## src/rtl/systolic_ctrl_if.sv

```systemverilog
// Control bundle between a pass requester and the systolic array sequencer.
// Protocol: start is a level sampled on every rising clk edge; it is honoured
// only while the sequencer is idle (busy=0) and k_len is captured on that same
// edge. abort is honoured on any edge while busy=1. There is no ready signal:
// busy=0 is the only acceptance condition.
interface systolic_ctrl_if #(
    parameter int N  = 2,
    parameter int KW = 8
);
    // Requester -> sequencer
    logic                   start;
    logic [KW-1:0]          k_len;
    logic                   abort;

    // Sequencer -> requester / datapath
    logic                   busy;
    logic                   done;
    logic                   feed_en;
    logic [KW-1:0]          feed_idx;
    logic [N-1:0][N-1:0]    en_mult;
    logic [N-1:0][N-1:0]    clr_mult;
    logic [N-1:0][N-1:0]    en_accum;
    logic [N-1:0][N-1:0]    clr_accum;
    logic [N-1:0][N-1:0]    accum_start;

    // Requester side
    modport master (
        output start, k_len, abort,
        input  busy, done, feed_en, feed_idx,
        input  en_mult, clr_mult, en_accum, clr_accum, accum_start
    );

    // Sequencer side
    modport slave (
        input  start, k_len, abort,
        output busy, done, feed_en, feed_idx,
        output en_mult, clr_mult, en_accum, clr_accum, accum_start
    );
endinterface

```

## src/rtl/systolic_ctrl.sv

```systemverilog
// Sequencer for an N x N output-stationary systolic array.
// One pass: CLEAR (one cycle) -> FEED (K operand cycles) -> DRAIN (wavefront
// reaches the far corner) -> DONE (one-cycle pulse). PE(i,j) sees operand k
// at pass count c = i+j+k, so its multiply window is [d, d+K) and its
// accumulate window trails by one cycle, with d = i+j.
// All outputs are decoded from the registered state, pass counter and K.
// dbg_state encoding: 0 IDLE, 1 CLEAR, 2 FEED, 3 DRAIN, 4 DONE.
module systolic_ctrl #(
    parameter int N  = 2,
    parameter int KW = 8
) (
    input  logic                clk,
    input  logic                rst_n,
    systolic_ctrl_if.slave      bus,
    output logic [2:0]          dbg_state
);

    // The counter must reach K_max + 2(N-1) + 1 without wrapping.
    localparam int CW = $clog2((1 << KW) + 2 * N);
    localparam logic [CW-1:0] SKEW_MAX = CW'(2 * (N - 1));

    typedef enum logic [2:0] {
        S_IDLE  = 3'd0,
        S_CLEAR = 3'd1,
        S_FEED  = 3'd2,
        S_DRAIN = 3'd3,
        S_DONE  = 3'd4
    } state_t;

    state_t             state_q, state_d;
    logic [CW-1:0]      c_q, c_d;
    logic [KW-1:0]      k_q, k_d;
    logic [CW-1:0]      k_ext;

    logic                   busy_w;
    logic                   done_w;
    logic                   feed_en_w;
    logic [KW-1:0]          feed_idx_w;
    logic                   pe_active;
    logic [N-1:0][N-1:0]    en_mult_w;
    logic [N-1:0][N-1:0]    clr_w;
    logic [N-1:0][N-1:0]    en_accum_w;
    logic [N-1:0][N-1:0]    accum_start_w;

    assign k_ext     = CW'(k_q);
    assign dbg_state = state_q;

    // State, pass counter and latched K registers with synchronous reset.
    always_ff @(posedge clk) begin
        if (!rst_n) begin
            state_q <= S_IDLE;
            c_q     <= '0;
            k_q     <= '0;
        end else begin
            state_q <= state_d;
            c_q     <= c_d;
            k_q     <= k_d;
        end
    end

    // Next-state logic; abort outranks every other transition once busy.
    always_comb begin
        state_d = state_q;
        c_d     = c_q;
        k_d     = k_q;
        if (state_q != S_IDLE && bus.abort) begin
            state_d = S_IDLE;
            c_d     = '0;
            k_d     = '0;
        end else begin
            case (state_q)
                S_IDLE: begin
                    c_d = '0;
                    if (bus.start) begin
                        k_d     = bus.k_len;
                        state_d = S_CLEAR;
                    end
                end
                S_CLEAR: begin
                    c_d     = '0;
                    state_d = (k_q != '0) ? S_FEED : S_DONE;
                end
                S_FEED: begin
                    c_d = c_q + CW'(1);
                    if (c_q == k_ext - CW'(1)) begin
                        state_d = S_DRAIN;
                    end
                end
                S_DRAIN: begin
                    c_d = c_q + CW'(1);
                    if (c_q == k_ext + SKEW_MAX) begin
                        state_d = S_DONE;
                    end
                end
                S_DONE: begin
                    c_d     = '0;
                    state_d = S_IDLE;
                end
                default: begin
                    c_d     = '0;
                    k_d     = '0;
                    state_d = S_IDLE;
                end
            endcase
        end
    end

    // Global Moore outputs decoded from the registered state and counter.
    always_comb begin
        busy_w     = (state_q != S_IDLE);
        done_w     = (state_q == S_DONE);
        feed_en_w  = (state_q == S_FEED);
        feed_idx_w = feed_en_w ? c_q[KW-1:0] : '0;
        pe_active  = (state_q == S_FEED) || (state_q == S_DRAIN);
        clr_w      = (state_q == S_CLEAR) ? '1 : '0;
    end

    // Per-PE windows skewed by d = i+j; d+K+1 never exceeds the counter range.
    always_comb begin
        en_mult_w     = '0;
        en_accum_w    = '0;
        accum_start_w = '0;
        for (int i = 0; i < N; i++) begin
            for (int j = 0; j < N; j++) begin
                en_mult_w[i][j]     = pe_active
                                      && (c_q >= CW'(i + j))
                                      && (c_q <  CW'(i + j) + k_ext);
                en_accum_w[i][j]    = pe_active
                                      && (c_q >= CW'(i + j + 1))
                                      && (c_q <  CW'(i + j + 1) + k_ext);
                accum_start_w[i][j] = pe_active && (c_q == CW'(i + j + 1));
            end
        end
    end

    assign bus.busy        = busy_w;
    assign bus.done        = done_w;
    assign bus.feed_en     = feed_en_w;
    assign bus.feed_idx    = feed_idx_w;
    assign bus.en_mult     = en_mult_w;
    assign bus.clr_mult    = clr_w;
    assign bus.en_accum    = en_accum_w;
    assign bus.clr_accum   = clr_w;
    assign bus.accum_start = accum_start_w;

endmodule

```

## src/flat_wrapper.sv

```systemverilog
// flat-port wrapper written by rule: the top's interface ports become plain ports
module systolic_ctrl_flat 
#(
    parameter int N  = 2,
    parameter int KW = 8
)
  (clk, rst_n, dbg_state, bus_start, bus_k_len, bus_abort, bus_busy, bus_done, bus_feed_en, bus_feed_idx, bus_en_mult, bus_clr_mult, bus_en_accum, bus_clr_accum, bus_accum_start);
  systolic_ctrl_if #(.N(N), .KW(KW)) bus_i ();
  input  logic clk;
  input  logic rst_n;
  output logic [2:0] dbg_state;
  input wire logic [$bits(bus_i.start)-1:0] bus_start;
  input wire logic [$bits(bus_i.k_len)-1:0] bus_k_len;
  input wire logic [$bits(bus_i.abort)-1:0] bus_abort;
  output wire logic [$bits(bus_i.busy)-1:0] bus_busy;
  output wire logic [$bits(bus_i.done)-1:0] bus_done;
  output wire logic [$bits(bus_i.feed_en)-1:0] bus_feed_en;
  output wire logic [$bits(bus_i.feed_idx)-1:0] bus_feed_idx;
  output wire logic [$bits(bus_i.en_mult)-1:0] bus_en_mult;
  output wire logic [$bits(bus_i.clr_mult)-1:0] bus_clr_mult;
  output wire logic [$bits(bus_i.en_accum)-1:0] bus_en_accum;
  output wire logic [$bits(bus_i.clr_accum)-1:0] bus_clr_accum;
  output wire logic [$bits(bus_i.accum_start)-1:0] bus_accum_start;
  assign bus_i.start = bus_start;
  assign bus_i.k_len = bus_k_len;
  assign bus_i.abort = bus_abort;
  assign bus_busy = bus_i.busy;
  assign bus_done = bus_i.done;
  assign bus_feed_en = bus_i.feed_en;
  assign bus_feed_idx = bus_i.feed_idx;
  assign bus_en_mult = bus_i.en_mult;
  assign bus_clr_mult = bus_i.clr_mult;
  assign bus_en_accum = bus_i.en_accum;
  assign bus_clr_accum = bus_i.clr_accum;
  assign bus_accum_start = bus_i.accum_start;
  systolic_ctrl #(.N(N), .KW(KW)) u_core (.clk(clk), .rst_n(rst_n), .bus(bus_i), .dbg_state(dbg_state));
endmodule
```

## config.mk

```make
export PLATFORM = sky130hd
export DESIGN_NAME = systolic_ctrl_flat
export DESIGN_NICKNAME = d
export VERILOG_FILES = /design/src/rtl/systolic_ctrl_if.sv /design/src/rtl/systolic_ctrl.sv /design/src/flat_wrapper.sv
export SDC_FILE = /design/constraint.sdc
export NUM_CORES = 1
export LEC_CHECK = 0
export BUFFER_PORTS_ARGS = -buffer_cell sky130_fd_sc_hd__buf_2
export CORE_AREA = 2 2 77 79
export CTS_BUF_LIST = sky130_fd_sc_hd__clkbuf_2 sky130_fd_sc_hd__clkbuf_4 sky130_fd_sc_hd__clkbuf_8
export DETAILED_ROUTE_END_ITERATION = 8
export DIE_AREA = 0 0 79 81
export PLACE_DENSITY = 0.62
export SETUP_SLACK_MARGIN = 0.1
export SLEW_MARGIN = 30
export SYNTH_ARGS = -nofsm -noshare
export SYNTH_HDL_FRONTEND = slang
export SYNTH_SLANG_ARGS = --single-unit
```

## constraint.sdc

```tcl
create_clock -name clk -period 7.55 [get_ports clk]
set_clock_uncertainty 0.2 [all_clocks]
set_input_delay 0.755 -clock clk [delete_from_list [all_inputs] [get_ports clk]]
set_output_delay 0.755 -clock clk [all_outputs]
set_load 0.02 [all_outputs]
```

==> out/results.tsv <==
metric	value	unit
Switching Fraction	40.74	%
WP buf/inv	2	
CTS-repair resized insts	0	
post-synth net total	357	
clock slew at reported path FFs	80	ps
syn_area_per_cell	7.890	µm²
Worst Setup End Kind	primary output	
commonest cells after routing, fill and taps aside	buf_2 (45), ha_1 (41), xnor2_1 (25), nand2_1 (21)	
detailed-route wire length per cell	14.41	µm
Global Route Usage Sum	18.52	%
Ports	46	
Comb pwr share	45.7	%
CTS max path bufs	2	
Overall Power	0.4603	mW
status	finished clean	
CP Class	flip-flop to primary output	
critical path's largest stage delay	660	ps
Clock power frac	23.4	%
starting density of the core	42.26	%
pin count of the biggest net entering global routing	15	
die area	6399	µm²
clock sink count	20	
worst-margin pin slew	532.4	ps
pre-CTS setup slack	3816	ps
largest area contributor in the netlist	ha_1	
max-cap violation count	0	
DRT antenna net count	0	
Die X-Extent	79	µm
CP startpoint kind	flip-flop	
DRT iter0 DRCs	70	
Fin. Hold Viols	0	
EDFF count, synth	0	
Final Instance Area	2634	µm²
Layout area overhead	9.807	%
remaining routing DRC violations	0	
Levels on crit path	10	
fin crit period	4031	ps
Critical Path, Cell by Cell	clkinv_1 > nor4_1 > nand2_1 > xnor2_1 > ha_1 > and3_2 > o21ai_0 > a21oi_1 > nor3_1 > buf_2	
diodes inserted	0	
CTS tree	done	
RePlAce Congestion	0.9277	
Sum Neg Setup Slack	0	ps
warning count from the yosys run	0	
first-pass GRT wire length	9397	µm
LEAKAGE	1.146	nW
setup bufs post-CTS	0	
Vias/cell	5.306	
Flop pwr share	30.8	%
relative slew slack	64.46	%
Final period util	53.39	%
Remaining Overflow, GRT	0	
DP Area	2562	µm²
layout cells sized above 1	18.18	%
Die Y	81	µm
initial antenna violation count	0	
WP data required	6590	ps
Yosys cell types	47	
VDD IR max	0.1308	mV
std cell rows	28	
vias in the first global route	1926	
most common cell after layout, fill and taps aside	buf_2	
internal power	0.2727	mW
Slew Limit Fails	0	
sequential fraction of the synthesis area	16.69	%
Main synth FF type	dfxtp_1	
setup ws final	3519	ps
router iterations before antenna repair	5	
Post-CTS Hold Buffers	0	
HP Class	flip-flop to flip-flop	
crit-path max FO	14	
cell count after synthesis	304	
Synth area leaders	ha_1 (21%), dfxtp_1 (17%), xnor2_1 (9.1%)	
Post-Syn Area	2399	µm²
Hold Path Stages	1	
CP max-delay cell	dfxtp_1	
clk_lat worst skew	250	ps
DR vias	2149	
final wirelength	5837	µm
port buffer count	45	
delay-heaviest family, CP	simple AND/OR/NAND/NOR gates	
synthesized flop and latch total	20	
Setup Viol. Count Final	0	
asr flop ratio synth	0	%
total CTS buffers	3	
H-tree levels	1	
Power Dens Cells	174.8	nW/µm²
area of the core	5675	µm²
Layout Nets	384	
RSZ-0062 raised after global routing	false	
clock root buffer	clkbuf_8	
R2R cell count	9	
DPL Wire Length	4630	µm
fmax	248.1	MHz
P_sw	0.1875	mW
arrival time at the worst endpoint	3080	ps
Yosys top cell area share	21.39	%
==> worst register-to-register path, cell delays in order, from the launching register on <==
cell      delay, ps
dfxtp_1         660
clkinv_1        340
nor4_1          410
nand2_1         130
xnor2_1         190
ha_1            250
and3_2          230
a31oi_1         230
o211ai_2        120
o21ai_2         120
==> state kept, by name, indices dropped and copies added (netlist names) <==
| name | count |
|---|---|
| u_core.c_q | 9 |
| u_core.dbg_state | 3 |
| u_core.k_q | 8 |
==> metal layers <==
layer  GRT usage (%)  vias to the layer above  wire length (µm)
met5               0                        -                 0
met4           5.345                        0                78
met3           1.000                        7               181
met2           33.14                       35              2846
met1           24.18                      981              2731
li1                -                     1126                 -
==> power by group through the flow <==
stage / logic, mW / registers (mW) / clock network, mW
final: 0.211 / 0.142 / 0.108
after global routing: 0.238 / 0.144 / 0.113
after CTS: 0.211 / 0.141 / 0.109
after detailed placement: 0.209 / 0.144 / 0
after global placement: 0.209 / 0.144 / 0
after floorplan: 0.190 / 0.128 / 0
==> cells in the mapped netlist, types with 2 or more instances <==
cell type,count
nor2b_1,5
o21a_1,4
nor2_1,20
buf_6,3
a2111oi_0,6
o31a_1,2
a31oi_1,5
ha_1,41
nand4_1,6
o21ai_0,9
clkinv_1,2
and2_1,10
xor2_1,7
dfxtp_1,20
nand2b_1,7
buf_4,12
a21o_1,3
a21oi_1,12
nand2_1,21
xnor2_1,25
or3_1,6
or4_1,3
inv_1,14
nor4_1,5
a211o_1,2
nand3_1,16
clkbuf_1,7
nor3_1,12
==> kinds of logic after synthesis <==
| family | share of synthesized area [%] |
|---|---|
| AND/OR/NAND/NOR | 26.81 |
| AO/OA/AOI/OAI | 14.45 |
| adder cells (fa/ha/maj) | 21.39 |
| buffers and inverters | 8.973 |
| XOR/XNOR | 11.68 |
| flip-flops | 16.69 |
==> through the flow <==
stage,std cells,utilization (%),hold WS [ps]
floorplan,304,-,285.7
global placement,401,45.15,333.4
detailed placement,401,45.15,343.3
CTS,405,46.41,363.8
global route,405,46.41,388.0
finish,405,46.41,369.6
==> final cells by class <==
type	count	area [µm²]
inverters	16	60.06
fillers	604	3042
flip-flops and latches	20	400.4
well taps	75	93.84
clock buffers	3	41.29
clock inverters	1	30.03
repair buffers	45	225.2
multi-input cells	245	1783
==> worst paths after layout <==
check                                           startpoint                               end  slack (ps)
worst max-delay path            u_core.k_q[3]$_SDFFE_PP0P_                   bus_en_accum[1]        3520
worst min-delay path              u_core.c_q[0]$_SDFF_PP0_          u_core.c_q[0]$_SDFF_PP0_         370
worst max register to register  u_core.k_q[3]$_SDFFE_PP0P_  u_core.dbg_state[0]$_SDFFE_PP0P_        4620
worst min register to register    u_core.c_q[0]$_SDFF_PP0_          u_core.c_q[0]$_SDFF_PP0_         370
Power figures use the tool's default switching activity.
